===== src/rtl/multi_cycle_ctrl.sv =====
// Main control FSM for the multicycle MIPS datapath: sequences fetch/decode/execute/
// memory/writeback and drives ALU op, datapath mux selects, enables and memory strobes.
module multi_cycle_ctrl #(
  parameter int CNT_W = 32
) (
  input  logic             clk,
  input  logic             rst_n,
  input  logic [5:0]       opcode,
  input  logic [5:0]       funct,
  input  logic             zero,
  input  logic             overflow,
  output logic [2:0]       ALU_operation,
  output logic             ALUSrcA,
  output logic [1:0]       ALUSrcB,
  output logic [1:0]       PCSource,
  output logic             PCWrite,
  output logic             PCWriteCond,
  output logic             pc_load,
  output logic             IorD,
  output logic             MemRead,
  output logic             MemWrite,
  output logic             IRWrite,
  output logic             MemtoReg,
  output logic             RegDst,
  output logic             RegWrite,
  output logic [3:0]       state,
  output logic [CNT_W-1:0] retired
);

  localparam logic [3:0] S_IF  = 4'd0;
  localparam logic [3:0] S_ID  = 4'd1;
  localparam logic [3:0] S_MA  = 4'd2;
  localparam logic [3:0] S_MR  = 4'd3;
  localparam logic [3:0] S_MWB = 4'd4;
  localparam logic [3:0] S_MW  = 4'd5;
  localparam logic [3:0] S_EXR = 4'd6;
  localparam logic [3:0] S_RWB = 4'd7;
  localparam logic [3:0] S_BR  = 4'd8;
  localparam logic [3:0] S_JMP = 4'd9;
  localparam logic [3:0] S_EXI = 4'd10;
  localparam logic [3:0] S_IWB = 4'd11;

  localparam logic [5:0] OP_RTYPE = 6'b000000;
  localparam logic [5:0] OP_LW    = 6'b100011;
  localparam logic [5:0] OP_SW    = 6'b101011;
  localparam logic [5:0] OP_BEQ   = 6'b000100;
  localparam logic [5:0] OP_BNE   = 6'b000101;
  localparam logic [5:0] OP_J     = 6'b000010;
  localparam logic [5:0] OP_ADDI  = 6'b001000;
  localparam logic [5:0] OP_ANDI  = 6'b001100;
  localparam logic [5:0] OP_ORI   = 6'b001101;
  localparam logic [5:0] OP_SLTI  = 6'b001010;

  localparam logic [2:0] ALU_AND = 3'b000;
  localparam logic [2:0] ALU_OR  = 3'b001;
  localparam logic [2:0] ALU_ADD = 3'b010;
  localparam logic [2:0] ALU_XOR = 3'b011;
  localparam logic [2:0] ALU_NOR = 3'b100;
  localparam logic [2:0] ALU_SRL = 3'b101;
  localparam logic [2:0] ALU_SUB = 3'b110;
  localparam logic [2:0] ALU_SLT = 3'b111;

  logic [3:0]       state_q, state_d;
  logic [CNT_W-1:0] retired_q, retired_d;

  logic [2:0] rtype_op;
  logic       rtype_ok;
  logic       rtype_ovf_chk;
  logic [2:0] itype_op;
  logic       take;

  // R-type function decode; unsupported functs still add but never write back.
  always_comb begin
    rtype_op      = ALU_ADD;
    rtype_ok      = 1'b1;
    rtype_ovf_chk = 1'b0;
    case (funct)
      6'b100000: begin rtype_op = ALU_ADD; rtype_ovf_chk = 1'b1; end
      6'b100010: begin rtype_op = ALU_SUB; rtype_ovf_chk = 1'b1; end
      6'b100100: rtype_op = ALU_AND;
      6'b100101: rtype_op = ALU_OR;
      6'b100111: rtype_op = ALU_NOR;
      6'b101010: rtype_op = ALU_SLT;
      6'b100110: rtype_op = ALU_XOR;
      6'b000010: rtype_op = ALU_SRL;
      default:   rtype_ok = 1'b0;
    endcase
  end

  always_comb begin
    itype_op = ALU_ADD;
    case (opcode)
      OP_ANDI: itype_op = ALU_AND;
      OP_ORI:  itype_op = ALU_OR;
      OP_SLTI: itype_op = ALU_SLT;
      default: itype_op = ALU_ADD;
    endcase
  end

  assign take = ((opcode == OP_BEQ) & zero) | ((opcode == OP_BNE) & ~zero);

  always_comb begin
    state_d = S_IF;
    case (state_q)
      S_IF: state_d = S_ID;
      S_ID: begin
        case (opcode)
          OP_LW, OP_SW:                    state_d = S_MA;
          OP_RTYPE:                        state_d = S_EXR;
          OP_BEQ, OP_BNE:                  state_d = S_BR;
          OP_J:                            state_d = S_JMP;
          OP_ADDI, OP_ANDI, OP_ORI, OP_SLTI: state_d = S_EXI;
          default:                         state_d = S_IF;
        endcase
      end
      S_MA:    state_d = (opcode == OP_LW) ? S_MR : S_MW;
      S_MR:    state_d = S_MWB;
      S_EXR:   state_d = S_RWB;
      S_EXI:   state_d = S_IWB;
      default: state_d = S_IF;
    endcase
  end

  // Every arrival in IF from elsewhere retires one instruction, including illegal ops.
  always_comb begin
    retired_d = retired_q;
    if ((state_d == S_IF) && (state_q != S_IF))
      retired_d = retired_q + {{(CNT_W-1){1'b0}}, 1'b1};
  end

  always_ff @(posedge clk or negedge rst_n) begin
    if (!rst_n) begin
      state_q   <= S_IF;
      retired_q <= '0;
    end else begin
      state_q   <= state_d;
      retired_q <= retired_d;
    end
  end

  always_comb begin
    ALU_operation = ALU_ADD;
    ALUSrcA       = 1'b0;
    ALUSrcB       = 2'b00;
    PCSource      = 2'b00;
    PCWrite       = 1'b0;
    PCWriteCond   = 1'b0;
    IorD          = 1'b0;
    MemRead       = 1'b0;
    MemWrite      = 1'b0;
    IRWrite       = 1'b0;
    MemtoReg      = 1'b0;
    RegDst        = 1'b0;
    RegWrite      = 1'b0;
    case (state_q)
      S_IF: begin
        MemRead = 1'b1;
        IRWrite = 1'b1;
        ALUSrcB = 2'b01;
        PCWrite = 1'b1;
      end
      S_ID:  ALUSrcB = 2'b11;
      S_MA: begin
        ALUSrcA = 1'b1;
        ALUSrcB = 2'b10;
      end
      S_MR: begin
        MemRead = 1'b1;
        IorD    = 1'b1;
      end
      S_MWB: begin
        RegWrite = 1'b1;
        MemtoReg = 1'b1;
      end
      S_MW: begin
        MemWrite = 1'b1;
        IorD     = 1'b1;
      end
      S_EXR: begin
        ALUSrcA       = 1'b1;
        ALU_operation = rtype_op;
      end
      // ALU selects held from EXR so the overflow flag is still valid here.
      S_RWB: begin
        ALUSrcA       = 1'b1;
        ALU_operation = rtype_op;
        RegDst        = 1'b1;
        RegWrite      = rtype_ok & ~(rtype_ovf_chk & overflow);
      end
      S_BR: begin
        ALUSrcA       = 1'b1;
        ALU_operation = ALU_SUB;
        PCSource      = 2'b01;
        PCWriteCond   = 1'b1;
      end
      S_JMP: begin
        PCSource = 2'b10;
        PCWrite  = 1'b1;
      end
      S_EXI: begin
        ALUSrcA       = 1'b1;
        ALUSrcB       = 2'b10;
        ALU_operation = itype_op;
      end
      S_IWB: begin
        ALUSrcA       = 1'b1;
        ALUSrcB       = 2'b10;
        ALU_operation = itype_op;
        RegWrite      = 1'b1;
      end
      default: ALU_operation = ALU_ADD;
    endcase
  end

  assign pc_load = PCWrite | (PCWriteCond & take);
  assign state   = state_q;
  assign retired = retired_q;

endmodule


===== config.mk =====
export PLATFORM = sky130hd
export DESIGN_NAME = multi_cycle_ctrl
export DESIGN_NICKNAME = d
export VERILOG_FILES = /design/src/rtl/multi_cycle_ctrl.sv
export SDC_FILE = /design/constraint.sdc
export NUM_CORES = 1
export LEC_CHECK = 0
export ABC_AREA = 1
export CAP_MARGIN = 20
export CORE_MARGIN = 4
export CORE_UTILIZATION = 50
export CTS_CLUSTER_DIAMETER = 120
export CTS_CLUSTER_SIZE = 20
export DETAILED_ROUTE_END_ITERATION = 6
export PLACE_DENSITY = 0.8
export REMOVE_ABC_BUFFERS = 1
export SETUP_SLACK_MARGIN = 0.2
export SYNTH_ARGS = -nofsm -noshare
export SYNTH_HDL_FRONTEND = slang
export SYNTH_SLANG_ARGS = --single-unit

===== constraint.sdc =====
create_clock -name clk -period 2.35 [get_ports clk]
set_clock_uncertainty 0.05 [all_clocks]
set_input_delay 0.5875 -clock clk [delete_from_list [all_inputs] [get_ports clk]]
set_output_delay 0.5875 -clock clk [all_outputs]
set_load 0.005 [all_outputs]

# Yosys cells after proc, flatten, opt, wreduce, memory -nomap -nowiden
# Index checks and enable logic that the tools add are counted.
# word_totals
regBits	36
inputBits	16
output_inout_bits	54
# classes
addsub	1
eq_ne	28
muxes	20
n_bitwise	9
reduce_logical	18
# ops
operator	count
equality test 6 bit, second input constant	9
adder 32 x 1 -> 32 bit, second input constant	1
equality test 6 x 4 -> 1 bit, second input constant	4
one-hot mux 4 bit (6 select lines)	1
one-hot mux 3 bit (7 select lines)	1
one-hot mux 4 bit (5 select lines)	1
one-hot mux 3 bit (3 select lines)	2
OR reduction 2 bit	9
equality test 4 x 3 -> 1 bit, second input constant	4
equality test 4 bit, second input constant	4
equality test 6 x 2 -> 1 bit, second input constant	2
equality test 6 x 3 -> 1 bit, second input constant	2
two-way mux 1 bit	11
equality test 4 x 2 -> 1 bit, second input constant	2
zero test 4 bit	2
OR reduction 8 bit	1
zero test 6 bit	1
one-hot mux 2 bit (3 select lines)	1
OR reduction 6 bit	1
AND 1 bit	5
equality test 4 x 1 -> 1 bit, second input constant	1
one-hot mux 2 bit (2 select lines)	1
nonzero test 4 bit	1
OR reduction 4 bit	1
6 further kinds	8

# Depth between registers and ports, before layout
# Gate-level depths: netlist of run 1.
# depth
depth_word	7
ltp_mapped	13
ltp_nobuf	12

# Least setup slack after synthesis of run 1
# Ideal clock, no wire load.
# synth_path
path_type	input to output
start	in funct[5]
end	out ALU_operation[1]
arrival_time_ns	1.468
required_ns	1.712
slack_ns	0.245
path_stages	11
path_buffers	0
path_cell_list	inv_1 nor2_1 nand2_1 nor2_1 nand3_1 o21ai_0 nor2_1 nand2_1 nand2_1 nand2_1 nand2_1
# synth_via
elab_chain_cells	3
# synth_lines
element	line	rtl
from (decl)	9	input logic [5:0] funct,
equality test 6 x 2 -> 1 bit / equality test 6 bit (equally long branches)	77	case (funct)
one-hot mux 3 bit (7 select lines) (*)	77	
one-hot mux 3 bit (3 select lines) (*)	155	case (state_q)
to (decl)	12	output logic [2:0] ALU_operation,
# Every way passes the cells marked *; elsewhere a longest branch is shown, timed or not.

# Worst setup path in the final report of run 1
# Ends and elaborated chain as after synthesis.

==> reports/metrics.cfg, run 1 <==
[die]
die-area_mm2=0.00687
die_y_um=82.9
rows=27
io-pin-count=70
core_area_mm2=0.00547
die_w_um=82.9
start_util_pct=51.3

[global_routing]
use_met3_pct=4.37
grt_pass1_wl_um=15500
grt_overflow=0
use_met2_pct=44.1
use_met1_pct=36.5
grt_max_degree=37
grt_usage_pct=26.8
antenna_found_initial=0
busiest_layer=met2
grt_pass1_vias=3233

[power]
share_comb_of_total_power_pct=53.4
clkPwrFrac_pct=19.9
p_leak_uw=0.00217
power_density_mw_per_mm2=669
p_seq_share_pct=26.7
irDropWorstVdd_v=0.000666
p_switching_uw=1210
internal_power_uw=1670
switching_share_pct=41.9

[synth]
yosysWarnings=0
netlist-cell-type-count=30
synth_seq_area_share_pct=32.1
syn-instance-count=449
syn_area_mm2=0.00281
syn_area_per_cell_um2=6.25
synth-seq-cells=36

[clock_tree]
hold_buffers=0
root_buffer=clkbuf_8
cts_sinks=36
cts_buffer_depth=2
clk_pin_slew_ns=0.08
cts_max_level=2
cts-buffers-inserted=5
clk_latency_ns=0.31
cts_tree=built

[worst_setup_path]
r2r_end=retired[0]
cp.arrival_ns=1.68
regToRegSetupSlack_ns=0.24
cp_max_fo=3
timing.critical_path.mode_cell=nand2_1
rr_startpoint=state[3]
path_depth=11
cp_cell_sequence=buf_8, buf_4, nor3_4, nand3_2, nand2_2, a21oi_2, nand2_1, nand2_1, nand2_1, nand2_1, buf_2
reg2reg_depth=13
path_delay_family=simple AND/OR/NAND/NOR gates
worstPathRequired_ns=1.71
critPathBufInv=3
critPathCaptureType=output port
critPathLaunchType=input pin
slowest_delay_ns=0.18
worstSetupPathType=in2out
crit_path_top_delay_cell=nor3_4

[timing]
setup_viol=0
max_freq_ghz=0.431
whs_ns=0.464
worst_pin_slew_ns=0.533
relSlewSlack_pct=64.2
slew_violations=0
hold_viol_final=0
finalWorstSetupSlack_ns=0.0277
period_needed_ns=2.32
rsz0062_at_grt=yes
period_share_pct=98.8

[finish]
layout_common_cells=156 x nand2_1, 54 x nor2_1, 45 x nand3_1, 44 x buf_4, 39 x clkdlybuf4s50_1
diodes=0
design_area_mm2=0.00430
layout-drive-gt1-share_pct=25.0
final_common_cell=nand2_1
area_delta_synth_final_pct=53.3
n_fill_cell=398
fin_nets=587

[min_path]
min_from=retired[31]
worstHoldPathType=reg2reg
holdPathEnd=retired[31]
min_path_cells=2

[job]
max_cap_violations=0

[place]
dp_slack_ns=-0.895
dp_hpwl_um=6260
portBuffers=69
placed_cell_area_mm2=0.00375
globalplace.congestion=0.923

[detailed_routing]
wl_per_cell_um=16.4
drt_pass1_iterations=6
drt_iter0_markers=320
vias_per_cell=5.64
drc_errors=0
drtAntennaViolNets=0
postRouteWirelength_um=10600
vias=3628

[status]
status=complete, no violations

## power groups by stage
stage	registers [µW]	logic [µW]	clock network, µW
6_report	768	1540	571
5_1_grt	782	1610	592
4_1_cts	764	1150	562
3_5_place_dp	780	1090	0
3_3_place_gp	779	1070	0
2_1_floorplan	773	514	0
## flip-flops by register name (all words and copies together) (netlist names)
signal,count
retired,32
state,4
## layout make-up
class                   count  area (µm²)  area share [%]
multi-input cells         357        1920            44.7
repair buffers            124        1100            25.5
flip-flops and latches     36         902            21.0
inverters                  46         178            4.13
well taps                  72        90.1            2.09
clock buffers               5        68.8            1.60
clock inverters             3        42.5           0.989
## through the flow
stage / power (µW) / util, % / setup TNS (ns) / cells
after detailed placement: 1870 / 68.5 / -13.68 / 610
final: 2870 / 78.6 / 0 / 643
after floorplan: 1290 / - / 0 / 437
after global placement: 1850 / 68.5 / -12.90 / 610
after CTS: 2480 / 74.3 / 0 / 632
after global routing: 2990 / 78.6 / -0.0696 / 643
## cells in the mapped netlist
| cell type | instances | share of area, % |
|---|---|---|
| nand2_1 | 162 | 22 |
| nor2_1 | 72 | 9.6 |
| nand3_1 | 51 | 9.1 |
| inv_1 | 43 | 5.8 |
| dfrtp_1 | 36 | 32 |
| xor2_1 | 17 | 5.3 |
| nor3_1 | 11 | 2.0 |
| xnor2_1 | 7 | 2.2 |
| buf_2 | 5 | 0.89 |
| nand3b_1 | 5 | 1.3 |
| nand4_1 | 5 | 1.1 |
| buf_4 | 4 | 1.1 |
| o21ai_0 | 4 | 0.71 |
| a21oi_1 | 3 | 0.54 |
| buf_6 | 3 | 1.2 |
| inv_2 | 3 | 0.40 |
| nor2_2 | 3 | 0.67 |
| o21a_1 | 2 | 0.54 |
| o21bai_1 | 2 | 0.54 |
| a21oi_2 | 1 | 0.31 |
| a31oi_1 | 1 | 0.22 |
| and3_1 | 1 | 0.22 |
| ha_1 | 1 | 0.45 |
| nand2_4 | 1 | 0.40 |
| nor2_4 | 1 | 0.40 |
| o211ai_1 | 1 | 0.27 |
| o21ai_1 | 1 | 0.18 |
| o22ai_1 | 1 | 0.22 |
| o31ai_1 | 1 | 0.27 |
| o41ai_1 | 1 | 0.31 |
## worst max-delay path by stage
| stage | start | end | slack, ns |
|---|---|---|---|
| finish | funct[5] | ALU_operation[1] | 0.03 |
| global route | funct[5] | ALU_operation[1] | -0.05 |
| CTS | state[3] | ALU_operation[1] | 0.05 |
| detailed placement | funct[5] | RegWrite | -0.90 |
| global placement | funct[5] | RegWrite | -0.78 |
| floorplan | opcode[1] | retired[0] | 0.1 |
## kinds of logic (layout without fill, tap and decap cells)
kind of cell,count (synthesis),in the layout,synth area share [%]
simple gates,312,314,46.5
xor+xnor,24,24,7.49
fa+ha+maj,1,1,0.446
buf+inv,58,178,9.32
flops,36,36,32.1
compound gates,18,18,4.10
## worst register-to-register path: stages (launching register included)
cell       delay (ns)
dfrtp_1          0.43
inv_2            0.12
nor2_4           0.06
buf_6            0.13
buf_4            0.15
a21oi_4          0.12
nand2_1          0.07
nand2_1          0.13
nand2_2          0.09
nor2_4           0.20
buf_6            0.16
clkbuf_16        0.18
nand3_1          0.08
nand2_1          0.07
## routing by layer
metal  up-vias  part of all wire, %
li1       1660                    -
met1      1708                   40
met2       221                   49
met3        39                  8.4
met4         0                  2.5
met5         -                    0
## timing repair
action                     CTS  global route
buffers inserted            14             8
cloned                       0             3
setup endpoints to repair   50            46
pin swaps                   28            16
hold endpoints to repair     0             0
gates resized for setup    117            64
(Power assumes the default switching activity.)
==> inputs of run 2 (changes only) <==
CORE_UTILIZATION = 29   (was 50)
PLACE_DENSITY = 0.51   (was 0.8)
==> run 2 against run 1 <==
Compared with the run above: via count down 9.2%; fmax up 3.3%; first-iteration DRC count down 69%; design area down 0.99%; register-to-register slack better by 0.12 ns; non-clock buffer count down 1; core utilization down 33 points; highest routed layer unchanged.
==> reports/metrics.cfg, run 2 (same netlist as run 1, synthesis figures left out) <==
[status]
status=complete, no violations

[worst_setup_path]
cp.arrival_ns=1.61  ; -0.07 ns
r2r_end=retired[23]
rr_startpoint=state[2]
timing.critical_path.mode_cell=nand2_1
crit_path_top_delay_cell=buf_2
critPathLaunchType=input pin
crit_end=ALU_operation[1]
cp_max_fo=3  ; unchanged
critPathBufInv=2  ; -1
worstSetupPathType=in2out
regToRegSetupSlack_ns=0.36  ; +0.12 ns
critPathCaptureType=output port
cp_cell_sequence=buf_8, nor2_4, nand2_2, nor2_4, nand3_2, o21ai_2, nor2_2, nand2_1, nand2_1, nand2_1, nand2_1, buf_2
critPathLaunch=funct[4]
path_delay_family=simple AND/OR/NAND/NOR gates
worstPathRequired_ns=1.71  ; about the same
reg2reg_depth=15  ; +2
slowest_delay_ns=0.13  ; -0.05 ns
path_depth=12  ; +1

[clock_tree]
cts_buffer_depth=2  ; unchanged
cts-buffers-inserted=5  ; unchanged
cts_tree=built
clk_latency_ns=0.29  ; -0.02 ns
cts_sinks=36  ; unchanged
hold_buffers=0  ; unchanged
root_buffer=clkbuf_8
cts_max_level=2  ; unchanged
clk_pin_slew_ns=0.07  ; about the same

[global_routing]
grt_usage_pct=16.5  ; -10 points
grt_overflow=0  ; unchanged
grt_max_degree=37  ; unchanged
antenna_found_initial=0  ; unchanged
grt_pass1_wl_um=15400  ; -0.58%
grt_pass1_vias=3151  ; -2.5%

[place]
dp.cells=668  ; +9.5%
dp_hpwl_um=6850  ; +9.4%
globalplace.congestion=0.893  ; -3.2%
portBuffers=69  ; unchanged

[timing]
period_needed_ns=2.25  ; -0.0747 ns
final.setup.tns_ns=0  ; unchanged
slew_violations=0  ; unchanged
relSlewSlack_pct=65.1  ; +0.90 points
max_freq_ghz=0.445  ; +3.3%
rsz0062_at_grt=yes
period_share_pct=95.6  ; -3.2 points
hold_viol_final=0  ; unchanged
setup_viol=0  ; unchanged
worst_pin_slew_ns=0.520  ; -0.0134 ns

[finish]
n_fill_cell=980  ; +150%
area_delta_synth_final_pct=51.8
layout_common_cells=156 x nand2_1, 54 x nor2_1, 44 x nand3_1, 43 x buf_4, 37 x clkdlybuf4s50_1
largest_reg_flops=32  ; unchanged
diodes=0  ; unchanged
layout-drive-gt1-share_pct=24.8  ; -0.22 points
final_common_cell=nand2_1
fin_nets=585  ; -0.34%
layout.cells.non_filler=697  ; +8.4%

[die]
core_area_mm2=0.00933  ; +70%
start_util_pct=30.1  ; -21 points
die_y_um=106  ; +28%
rows=35  ; +30%
die_w_um=106  ; +28%
io-pin-count=70  ; unchanged
die-area_mm2=0.0113  ; +65%

[detailed_routing]
drt_iter0_markers=100  ; -69%
wl_per_cell_um=13.6  ; -17%
vias_per_cell=4.72  ; -16%
drc_errors=0  ; unchanged
vias=3293  ; -9.2%
drt_pass1_iterations=5  ; -1
drtAntennaViolNets=0  ; unchanged
postRouteWirelength_um=9500  ; -10%

[power]
finalPower_uw=2550  ; -11%
power_density_mw_per_mm2=599  ; -10%
p_leak_uw=0.00211  ; -3.2%
irDropWorstVdd_v=0.000391  ; -41%

[job]
max_cap_violations=0  ; unchanged

[min_path]
worstHoldPathType=in2async

## run 2: per-stage QoR
stage / instance area [µm²] / hold slack (ns) / worst slack [ns] / util [%]
6_report: 4260 / 0.274 / 0.102 / 45.6
5_1_grt: 4260 / 0.313 / -0.00590 / 45.6
4_1_cts: 4130 / 0.297 / 0.0610 / 44.3
3_5_place_dp: 3810 / 0.446 / -0.926 / 40.9
3_3_place_gp: 3810 / 0.433 / -0.792 / 40.9
2_1_floorplan: 2720 / 0.242 / 0.0970 / -
## run 2: layer usage
layer | part of all wire, % | wire length, µm | up-vias | track usage [%]
met4 | 1.8 | 172 | 0 | 4.26
li1 | - | - | 1648 | -
met1 | 48 | 4600 | 1542 | 23.4
met5 | 0 | 0 | - | 0
met2 | 46 | 4350 | 84 | 26.2
met3 | 3.9 | 371 | 19 | 2.67
## run 2: where the power goes
group | leakage [µW] | switching (µW) | internal [µW] | total, µW
registers | 0.000493 | 91.3 | 683 | 774
clock network | 0.0000400 | 231 | 201 | 432
logic | 0.00157 | 746 | 600 | 1350
total | 0.00210 | 1070 | 1480 | 2550
## run 2: cell type report
cell class                      instances  area [µm²]  share of cell area, %
Multi-Input combinational cell        356        1880                   44.2
Timing Repair Buffer                  123        1060                   24.8
Clock buffer                            5        68.8                   1.62
Sequential cell                        36         902                   21.2
Clock inverter                          2        12.5                  0.294
Inverter                               46         175                   4.11
Tap cell                              129         161                   3.79
## run 2: what timing repair did
| action | 4_1_cts | 5_1_grt |
|---|---|---|
| buffers inserted | 15 | 6 |
| setup endpoints to repair | 50 | 42 |
| pin swaps | 31 | 22 |
| gates cloned | 0 | 1 |
| gates resized for setup | 144 | 34 |
## run 2: worst min-delay path by stage
stage | slack, ns | to | cells after the start
global route | 0.31 | retired[23] | 2
finish | 0.27 | retired[23] | 2
CTS | 0.30 | retired[30] | 2
detailed placement | 0.45 | retired[31] | 2
global placement | 0.43 | retired[31] | 2
floorplan | 0.24 | retired[0] | 0
